[config.mk]
export PLATFORM = sky130hd
export DESIGN_NAME = alu_cmd_issuer_flat
export DESIGN_NICKNAME = d
export VERILOG_FILES = /design/src/rtl/alu_cmd_issuer_if.sv /design/src/rtl/alu_cmd_issuer.sv /design/src/flat_wrapper.sv
export SDC_FILE = /design/constraint.sdc
export NUM_CORES = 1
export LEC_CHECK = 0
export CORE_ASPECT_RATIO = 0.9
export CORE_UTILIZATION = 52
export DETAILED_ROUTE_END_ITERATION = 7
export PLACE_DENSITY = 0.87
export RECOVER_POWER = 50
export SYNTH_ARGS = -nofsm -noshare
export SYNTH_HDL_FRONTEND = slang
export SYNTH_SLANG_ARGS = --single-unit
[constraint.sdc]
create_clock -name clk -period 2.7 [get_ports clk]
set_input_delay 0.54 -clock clk [delete_from_list [all_inputs] [get_ports clk]]
set_output_delay 0.54 -clock clk [all_outputs]
set_load 0.05 [all_outputs]
[src/rtl/alu_cmd_issuer_if.sv]
// Command, ALU-drive and response signals of the ALU command issuer.
// The slave modport is the issuer's view; the master modport is the
// view of whatever surrounds it (command source, ALU and response sink).
interface alu_cmd_issuer_if #(
  parameter int DEPTH = 4,
  parameter int CNT_W = 8
);
  localparam int CNT_FW = $clog2(DEPTH) + 1;

  logic              cmd_valid;
  logic              cmd_ready;
  logic [3:0]        cmd_a;
  logic [3:0]        cmd_b;
  logic [2:0]        cmd_op;
  logic              cmd_mode;

  logic [3:0]        alu_a;
  logic [3:0]        alu_b;
  logic [2:0]        alu_op;
  logic              alu_mode;
  logic [3:0]        alu_result;
  logic              alu_overflow;

  logic              rsp_valid;
  logic              rsp_ready;
  logic [3:0]        rsp_result;
  logic              rsp_overflow;
  logic [2:0]        rsp_op;

  logic [CNT_FW-1:0] fifo_count;
  logic [CNT_W-1:0]  ovf_count;

  modport slave (
    input  cmd_valid, cmd_a, cmd_b, cmd_op, cmd_mode,
    input  alu_result, alu_overflow,
    input  rsp_ready,
    output cmd_ready,
    output alu_a, alu_b, alu_op, alu_mode,
    output rsp_valid, rsp_result, rsp_overflow, rsp_op,
    output fifo_count, ovf_count
  );

  modport master (
    output cmd_valid, cmd_a, cmd_b, cmd_op, cmd_mode,
    output alu_result, alu_overflow,
    output rsp_ready,
    input  cmd_ready,
    input  alu_a, alu_b, alu_op, alu_mode,
    input  rsp_valid, rsp_result, rsp_overflow, rsp_op,
    input  fifo_count, ovf_count
  );
endinterface

[src/rtl/alu_cmd_issuer.sv]
// Command-side front end for a 4-bit combinational ALU. Commands are
// buffered in a FIFO, issued one at a time through registered drive
// ports, and each result/overflow pair is returned in command order
// over a registered valid/ready response, with a saturating count of
// captured overflows.
module alu_cmd_issuer #(
  parameter int DEPTH = 4,
  parameter int CNT_W = 8
) (
  input  logic              clk,
  input  logic              rst,
  alu_cmd_issuer_if.slave   bus
);
  localparam int PTR_W  = $clog2(DEPTH);
  localparam int CNT_FW = PTR_W + 1;
  localparam logic [CNT_FW-1:0] FULL    = CNT_FW'(DEPTH);
  localparam logic [CNT_W-1:0]  OVF_MAX = '1;

  typedef struct packed {
    logic [3:0] a;
    logic [3:0] b;
    logic [2:0] op;
    logic       mode;
  } cmd_t;

  typedef enum logic [1:0] {IDLE, DRIVE, RESP} state_t;

  cmd_t              mem_q [DEPTH];
  cmd_t              mem_d [DEPTH];
  logic [PTR_W-1:0]  wr_ptr_q, wr_ptr_d;
  logic [PTR_W-1:0]  rd_ptr_q, rd_ptr_d;
  logic [CNT_FW-1:0] count_q, count_d;
  state_t            state_q, state_d;
  cmd_t              alu_q, alu_d;
  logic              rsp_valid_q, rsp_valid_d;
  logic [3:0]        rsp_result_q, rsp_result_d;
  logic              rsp_overflow_q, rsp_overflow_d;
  logic [2:0]        rsp_op_q, rsp_op_d;
  logic [CNT_W-1:0]  ovf_q, ovf_d;

  logic push;
  logic pop;
  logic empty;

  assign bus.cmd_ready    = (count_q != FULL);
  assign empty            = (count_q == '0);
  assign push             = bus.cmd_valid && bus.cmd_ready;

  assign bus.alu_a        = alu_q.a;
  assign bus.alu_b        = alu_q.b;
  assign bus.alu_op       = alu_q.op;
  assign bus.alu_mode     = alu_q.mode;
  assign bus.rsp_valid    = rsp_valid_q;
  assign bus.rsp_result   = rsp_result_q;
  assign bus.rsp_overflow = rsp_overflow_q;
  assign bus.rsp_op       = rsp_op_q;
  assign bus.fifo_count   = count_q;
  assign bus.ovf_count    = ovf_q;

  // Issue sequencing: pop a command into the drive registers, give the ALU one cycle, capture, then hold until the consumer takes it.
  always_comb begin
    state_d        = state_q;
    pop            = 1'b0;
    alu_d          = alu_q;
    rsp_valid_d    = rsp_valid_q;
    rsp_result_d   = rsp_result_q;
    rsp_overflow_d = rsp_overflow_q;
    rsp_op_d       = rsp_op_q;
    ovf_d          = ovf_q;
    case (state_q)
      IDLE: begin
        if (!empty) begin
          pop     = 1'b1;
          alu_d   = mem_q[rd_ptr_q];
          state_d = DRIVE;
        end
      end
      DRIVE: begin
        rsp_result_d   = bus.alu_result;
        rsp_overflow_d = bus.alu_overflow;
        rsp_op_d       = alu_q.op;
        rsp_valid_d    = 1'b1;
        if (bus.alu_overflow && (ovf_q != OVF_MAX)) begin
          ovf_d = ovf_q + CNT_W'(1);
        end
        state_d = RESP;
      end
      RESP: begin
        if (rsp_valid_q && bus.rsp_ready) begin
          rsp_valid_d = 1'b0;
          if (!empty) begin
            pop     = 1'b1;
            alu_d   = mem_q[rd_ptr_q];
            state_d = DRIVE;
          end else begin
            state_d = IDLE;
          end
        end
      end
      default: state_d = IDLE;
    endcase
  end

  // FIFO bookkeeping: write on accepted command, advance read on issue, occupancy follows both.
  always_comb begin
    mem_d    = mem_q;
    wr_ptr_d = wr_ptr_q;
    rd_ptr_d = rd_ptr_q;
    count_d  = count_q;
    if (push) begin
      mem_d[wr_ptr_q] = '{a: bus.cmd_a, b: bus.cmd_b, op: bus.cmd_op, mode: bus.cmd_mode};
      wr_ptr_d        = wr_ptr_q + PTR_W'(1);
    end
    if (pop) begin
      rd_ptr_d = rd_ptr_q + PTR_W'(1);
    end
    if (push && !pop) begin
      count_d = count_q + CNT_FW'(1);
    end else if (!push && pop) begin
      count_d = count_q - CNT_FW'(1);
    end
  end

  // Command storage; contents are only meaningful between the pointers, so no reset.
  always_ff @(posedge clk) begin
    mem_q <= mem_d;
  end

  // Control and output registers with synchronous reset.
  always_ff @(posedge clk) begin
    if (rst) begin
      wr_ptr_q       <= '0;
      rd_ptr_q       <= '0;
      count_q        <= '0;
      state_q        <= IDLE;
      alu_q          <= '0;
      rsp_valid_q    <= 1'b0;
      rsp_result_q   <= '0;
      rsp_overflow_q <= 1'b0;
      rsp_op_q       <= '0;
      ovf_q          <= '0;
    end else begin
      wr_ptr_q       <= wr_ptr_d;
      rd_ptr_q       <= rd_ptr_d;
      count_q        <= count_d;
      state_q        <= state_d;
      alu_q          <= alu_d;
      rsp_valid_q    <= rsp_valid_d;
      rsp_result_q   <= rsp_result_d;
      rsp_overflow_q <= rsp_overflow_d;
      rsp_op_q       <= rsp_op_d;
      ovf_q          <= ovf_d;
    end
  end
endmodule

[src/flat_wrapper.sv]
// flat-port wrapper written by rule: the top's interface ports become plain ports
module alu_cmd_issuer_flat 
#(
  parameter int DEPTH = 4,
  parameter int CNT_W = 8
)
  (clk, rst, bus_cmd_valid, bus_cmd_a, bus_cmd_b, bus_cmd_op, bus_cmd_mode, bus_alu_result, bus_alu_overflow, bus_rsp_ready, bus_cmd_ready, bus_alu_a, bus_alu_b, bus_alu_op, bus_alu_mode, bus_rsp_valid, bus_rsp_result, bus_rsp_overflow, bus_rsp_op, bus_fifo_count, bus_ovf_count);
  alu_cmd_issuer_if #(.DEPTH(DEPTH), .CNT_W(CNT_W)) bus_i ();
  input  logic clk;
  input  logic rst;
  input wire logic [$bits(bus_i.cmd_valid)-1:0] bus_cmd_valid;
  input wire logic [$bits(bus_i.cmd_a)-1:0] bus_cmd_a;
  input wire logic [$bits(bus_i.cmd_b)-1:0] bus_cmd_b;
  input wire logic [$bits(bus_i.cmd_op)-1:0] bus_cmd_op;
  input wire logic [$bits(bus_i.cmd_mode)-1:0] bus_cmd_mode;
  input wire logic [$bits(bus_i.alu_result)-1:0] bus_alu_result;
  input wire logic [$bits(bus_i.alu_overflow)-1:0] bus_alu_overflow;
  input wire logic [$bits(bus_i.rsp_ready)-1:0] bus_rsp_ready;
  output wire logic [$bits(bus_i.cmd_ready)-1:0] bus_cmd_ready;
  output wire logic [$bits(bus_i.alu_a)-1:0] bus_alu_a;
  output wire logic [$bits(bus_i.alu_b)-1:0] bus_alu_b;
  output wire logic [$bits(bus_i.alu_op)-1:0] bus_alu_op;
  output wire logic [$bits(bus_i.alu_mode)-1:0] bus_alu_mode;
  output wire logic [$bits(bus_i.rsp_valid)-1:0] bus_rsp_valid;
  output wire logic [$bits(bus_i.rsp_result)-1:0] bus_rsp_result;
  output wire logic [$bits(bus_i.rsp_overflow)-1:0] bus_rsp_overflow;
  output wire logic [$bits(bus_i.rsp_op)-1:0] bus_rsp_op;
  output wire logic [$bits(bus_i.fifo_count)-1:0] bus_fifo_count;
  output wire logic [$bits(bus_i.ovf_count)-1:0] bus_ovf_count;
  assign bus_i.cmd_valid = bus_cmd_valid;
  assign bus_i.cmd_a = bus_cmd_a;
  assign bus_i.cmd_b = bus_cmd_b;
  assign bus_i.cmd_op = bus_cmd_op;
  assign bus_i.cmd_mode = bus_cmd_mode;
  assign bus_i.alu_result = bus_alu_result;
  assign bus_i.alu_overflow = bus_alu_overflow;
  assign bus_i.rsp_ready = bus_rsp_ready;
  assign bus_cmd_ready = bus_i.cmd_ready;
  assign bus_alu_a = bus_i.alu_a;
  assign bus_alu_b = bus_i.alu_b;
  assign bus_alu_op = bus_i.alu_op;
  assign bus_alu_mode = bus_i.alu_mode;
  assign bus_rsp_valid = bus_i.rsp_valid;
  assign bus_rsp_result = bus_i.rsp_result;
  assign bus_rsp_overflow = bus_i.rsp_overflow;
  assign bus_rsp_op = bus_i.rsp_op;
  assign bus_fifo_count = bus_i.fifo_count;
  assign bus_ovf_count = bus_i.ovf_count;
  alu_cmd_issuer #(.DEPTH(DEPTH), .CNT_W(CNT_W)) u_core (.clk(clk), .rst(rst), .bus(bus_i));
endmodule
==> results of run 1 <==
## flip-flops by register name, summed over array words and instances, names as in the netlist, 3 cells and up
name / flops
u_core.mem_q: 48
u_core.bus.ovf_count: 8
u_core.bus.alu_a: 4
u_core.bus.alu_b: 4
u_core.bus.rsp_result: 4
u_core.bus.alu_op: 3
u_core.bus.fifo_count: 3
u_core.bus.rsp_op: 3
## kinds of logic (layout without fill, tap and decap cells)
| family | Yosys count | count (layout) | synth area share [%] |
|---|---|---|---|
| muxes | 16 | 16 | 9.36 |
| and+or+nand+nor | 82 | 82 | 11.4 |
| AOI/OAI and AO/OA | 32 | 32 | 5.62 |
| xor gates and xnor gates | 9 | 9 | 2.38 |
| DFF | 86 | 86 | 66.4 |
| adders and majority gates | 7 | 7 | 2.87 |
| buffers and inverters | 15 | 82 | 2.04 |
## critical path, delay by kind of cell
family	cells	cell delay, ns
compound gates	2	0.44
xor+xnor	1	0.15
fa+ha+maj	2	0.57
buf+inv	3	0.56
simple gates	2	0.39
## per-layer routing
metal	vias up	share of wire, %
met5	-	0
met4	0	0.93
met3	6	6.2
met2	72	50
met1	1001	43
li1	1005	-
## power by group through the flow
stage | logic, mW | registers [mW] | clock network, mW
after floorplan | 0.678 | 2.14 | 0
after global placement | 1.48 | 1.77 | 0
after detailed placement | 1.52 | 1.78 | 0
after CTS | 1.52 | 1.75 | 0.948
after global routing | 1.61 | 1.78 | 1.01
final | 1.50 | 1.75 | 0.931
## synthesized netlist by cell type, types with 2 or more instances
library cell	number	area (um^2)
buf_4	2	15.0
nand2b_1	2	12.5
clkbuf_1	5	18.8
or3_1	2	12.5
o21ai_0	4	20.0
and2_1	4	25.0
xor2_1	5	43.8
nor2b_1	3	18.8
nand3_1	2	10.0
and3_1	2	12.5
nand4_1	3	18.8
dfxtp_1	38	761
mux2i_1	4	40.0
xnor2_1	4	35.0
inv_1	4	15.0
buf_2	3	15.0
edfxtp_1	48	1440
nand2_1	41	154
nor2_1	16	60.1
nor3_1	2	10.0
a21oi_1	23	115
mux4_2	12	270
ha_1	6	75.1
## final timing paths
check                                          start                       end  slack, ns  depth (start not counted)
worst max-delay path                   bus_rsp_ready  u_core.bus.fifo_count[2]       0.31                         10
worst min-delay path            u_core.bus.rsp_op[0]      u_core.bus.rsp_op[0]       0.45                          2
worst max register to register     u_core.state_q[1]  u_core.bus.fifo_count[2]       0.47                          9
worst min register to register  u_core.bus.rsp_op[0]      u_core.bus.rsp_op[0]       0.45                          2
## through the flow
| step | std cells | worst slack (ns) |
|---|---|---|
| floorplan | 247 | 0.189 |
| finish | 401 | 0.309 |
| global route | 401 | 0.152 |
| global placement | 386 | 0.0369 |
| detailed placement | 386 | -0.0255 |
| CTS | 401 | 0.334 |
## final cells by class
cell class	count	area, um^2	area share [%]
clock buffers	11	131	3.15
clock inverters	4	72.6	1.74
inverters	4	15.0	0.360
multi-input cells	146	1050	25.1
flip-flops and latches	86	2200	52.7
well taps	87	109	2.61
repair buffers	63	598	14.3
==> impl_metrics.yaml, run 1 <==
floorplanning:
  die_w_um: 86.2
  die_area_um2: 6700
  fp-row-count: 27
  die_y_um: 77.8
  start_util_pct: 53.9
  coreArea_um2: 6150
  pin_count: 54
route:
  drcViolationCount: 0
  first_pass_iters: 4
  vias_per_cell: 5.20
  vias: 2084
  drt_wl_total_um: 5890
  drt_iter0_markers: 96
  antenna_left: 0
  wl_per_cell_um: 14.7
cells_and_area:
  syn2layout_area_growth_pct: 25.9
  antennaDiodeCount: 0
  fill_cells: 450
  final_core_util_pct: 67.9
  fin_area_um2: 4180
  mostFrequentLayoutCell: "edfxtp_1"
  drive_gt1_share_pct: 11.1
  final_cell_mix: "48 x edfxtp_1, 41 x nand2_1, 40 x clkdlybuf4s50_1"
  fin_nets: 338
clock_network:
  cts_made_buffers: 9
  numClockSinks: 86
  cts_buffer_depth: 2
  postCtsSetupRepairBufs: 0
  cts.repair.resized: 0
  clk_latency_ns: 0.35
  holdBufCountCts: 0
  cts_tree: "yes"
  cts.clk_slew.worst_paths_ns: 0.08
  cts-root-buf: "clkbuf_8"
  h-tree-depth: 3
synthesis:
  syn_inst: 247
  synth_area_um2: 3320
  synth-edff-count: 48
  synth.avg_cell_area_um2: 13.4
  yosys.cell_types.count: 35
  synthArstFlopShare_pct: 0
  ys_warn_count: 0
  syn_nets: 275
  ys_ff_latch: 86
  yosys_most_used_dff: "edfxtp_1"
  seq_area_frac_synth_pct: 66.4
critical_path:
  crit_path_end_kind: "register"
  critPathKind: "input pin to register"
  crit_chain: "clkdlybuf4s50_1 > a21boi_0 > nor3_2 > inv_1 > ha_1 > inv_1 > fa_1 > xor2_1 > or3_1 > a21oi_1"
  crit_slowest_cell: "clkdlybuf4s50_1"
  critPathRequiredTime_ns: 2.95
  crit_top_cell: "inv_1"
  cp-start-kind: "input pin"
  cp_max_fo: 2
  critical_path_arrival_ns: 2.64
  slowest_delay_ns: 0.42
global_routing:
  grt_pass1_wl_um: 9560
  grt_util_all_layers_pct: 19.2
  grt_pass1_vias: 1981
  met3_usage_pct: 6.81
  grt_max_degree: 39
  gr-usage-met2_pct: 30.6
  overflow: 0
  use_met1_pct: 24.8
  antenna_found_initial: 0
  busiest_layer: "met2"
timing:
  post-route-min-period_ns: 2.39
  drv_slew: 39
  max-slew-margin-rel_pct: -4.45
  rsz0062_at_grt: "false"
  finClkSkew_ns: 0.0143
  tightest_slew_ns: 1.57
  finalSetupTns_ns: 0
  min_period_over_period_pct: 88.6
  max_freq_mhz: 418
  setup_viol: 0
  hold_viol: 0
  whs_ns: 0.453
power_and_ir_drop:
  switching_power_mw: 1.48
  power_frac_seq_pct: 41.8
  clock_power_share_pct: 22.3
  peakVddDrop_mv: 0.562
  power_frac_comb_pct: 35.9
  p_int_mw: 2.70
  finalPower_mw: 4.17
  switching_share_pct: 35.3
  power.density_nw_per_um2: 1000
  p_leak_nw: 1.45
outcome:
  status: "finished, violations left"
  violations: "max-capacitance violations, max-slew violations"
placed_design:
  place_congestion: 0.769
  place_hpwl_um: 4010
  portBuffers: 53
  placed_area_um2: 3980
run:
  maxCapViolCount: 1
worst_hold_path:
  min_path_type: "register to register"
Power figures use the tool's default switching activity.
==> run 2, diff against run 1 <==
RECOVER_POWER = unset   (was 50)
==> run 2 against run 1 <==
  * Worst setup slack better by 0.015 ns
  * Critical path depth stayed put
  * Clock skew hardly changed
  * The flow now finishes without violations
==> impl_metrics.yaml, run 2 (synthesis gave the netlist of run 1 again) <==
outcome:
  status: "completed"
global_routing:
  grt_max_degree: 39
  grt_util_all_layers_pct: 19.2
  grt_pass1_vias: 1981
  grt_pass1_wl_um: 9560
  overflow: 0
  antenna_found_initial: 0
placed_design:
  place_ws_ns: -0.0255
  portBuffers: 53
  place_hpwl_um: 4010
  place_congestion: 0.769
  placed_area_um2: 3980
  placed_cells: 386
timing:
  whs_ns: 0.453
  finClkSkew_ns: 0.0138
  max-slew-margin-rel_pct: 59.0
  hold_viol: 0
  setup_viol: 0
  finalSetupTns_ns: 0
  max_freq_mhz: 421
  drv_slew: 0
  post-route-min-period_ns: 2.38
  tightest_slew_ns: 0.614
  setup_ws_ns: 0.324
  min_period_over_period_pct: 88.0
  rsz0062_at_grt: "false"
critical_path:
  critPathKind: "input pin to register"
  cp-endpoint: "u_core.bus.fifo_count[2]"
  r2r_setup_slack_ns: 0.48
  crit_family: "adder cells"
  critPathRequiredTime_ns: 2.97
  crit_path_end_kind: "register"
  cp-startpoint: "bus_rsp_ready"
  crit_top_cell: "inv_1"
  path_buf_inv: 3
  crit_slowest_cell: "clkdlybuf4s50_1"
  crit_chain: "clkdlybuf4s50_1 > a21boi_0 > nor3_2 > inv_1 > ha_1 > inv_1 > fa_1 > xor2_1 > or3_1 > a21oi_1"
  path_depth: 10
  ff2ff_path_depth: 9
  reg2reg_from: "u_core.state_q[1]"
  cp-start-kind: "input pin"
  cp_max_fo: 2
  critical_path_arrival_ns: 2.65
  slowest_delay_ns: 0.42
  r2r_end: "u_core.bus.fifo_count[2]"
clock_network:
  postCtsSetupRepairBufs: 0
  cts_made_buffers: 9
  clk_latency_ns: 0.35
  cts-root-buf: "clkbuf_8"
  cts_buffer_depth: 2
  cts_tree: "yes"
  cts.clk_slew.worst_paths_ns: 0.08
  numClockSinks: 86
  cts.repair.resized: 0
  holdBufCountCts: 0
  h-tree-depth: 3
cells_and_area:
  final_cell_mix: "53 x clkdlybuf4s50_1, 48 x edfxtp_1, 41 x nand2_1"
  multi_input_area_um2: 1050
  ff_latch_area_um2: 2200
  largest_register_ffs: 48
  fill_cells: 448
  fin_area_um2: 4180
  mostFrequentLayoutCell: "clkdlybuf4s50_1"
  syn2layout_area_growth_pct: 26.1
  final_core_util_pct: 68.0
  max_flop_register: "u_core.mem_q"
  finalNonFillerCells: 401
  drive_gt1_share_pct: 11.8
  fin_nets: 338
  antennaDiodeCount: 0
route:
  antenna_left: 0
  drt_iter0_markers: 88
  drcViolationCount: 0
  wl_per_cell_um: 14.7
  vias_per_cell: 5.20
  vias: 2087
  drt_wl_total_um: 5890
  first_pass_iters: 4
power_and_ir_drop:
  power.density_nw_per_um2: 1000
  finalPower_mw: 4.18
  peakVddDrop_mv: 0.557
  p_leak_nw: 1.45
worst_hold_path:
  holdPathStages: 2
  min_path_type: "register to register"
run:
  maxCapViolCount: 0
floorplanning:
  pin_count: 54
  die_y_um: 77.8
  start_util_pct: 53.9
  fp-row-count: 27
  coreArea_um2: 6150
  die_area_um2: 6700
  die_w_um: 86.2
[run 2: final cells by class]
cell class / instances / area share (%)
Clock buffer: 11 / 3.14
Clock inverter: 4 / 1.73
Inverter: 4 / 0.359
Multi-Input combinational cell: 146 / 25.0
Sequential cell: 86 / 52.6
Tap cell: 87 / 2.60
Timing Repair Buffer: 63 / 14.5
[run 2: worst min path at each step]
stage / from / endpoint / slack (ns)
after detailed placement: u_core.bus.alu_a[1] / u_core.bus.alu_a[1] / 0.45
after CTS: u_core.bus.alu_a[1] / u_core.bus.alu_a[1] / 0.46
final: u_core.bus.rsp_op[0] / u_core.bus.rsp_op[0] / 0.45
after floorplan: u_core.state_q[1] / u_core.state_q[1] / 0.50
after global placement: u_core.bus.rsp_result[2] / u_core.bus.rsp_result[2] / 0.44
after global routing: u_core.bus.alu_a[3] / u_core.bus.alu_a[3] / 0.48
[run 2: power by group]
group / switching, mW / internal (mW) / leakage [nW]
logic: 0.920 / 0.587 / 0.603
clock network: 0.412 / 0.515 / 0.0994
registers: 0.145 / 1.60 / 0.750
[run 2: worst min-delay path, stage by stage, from the launching register on]
cell and delay (ns):
dfxtp_1 0.31, nand2_1 0.05, a21oi_1 0.05
[run 2: metal layers]
metal	vias up	global-route usage, %	wire length [um]	part of all wire (%)
met5	-	0	0	0
met4	0	6.17	55	0.93
met3	6	6.81	338	5.7
met2	66	30.6	2930	50
met1	1008	24.8	2570	44
li1	1007	-	-	-
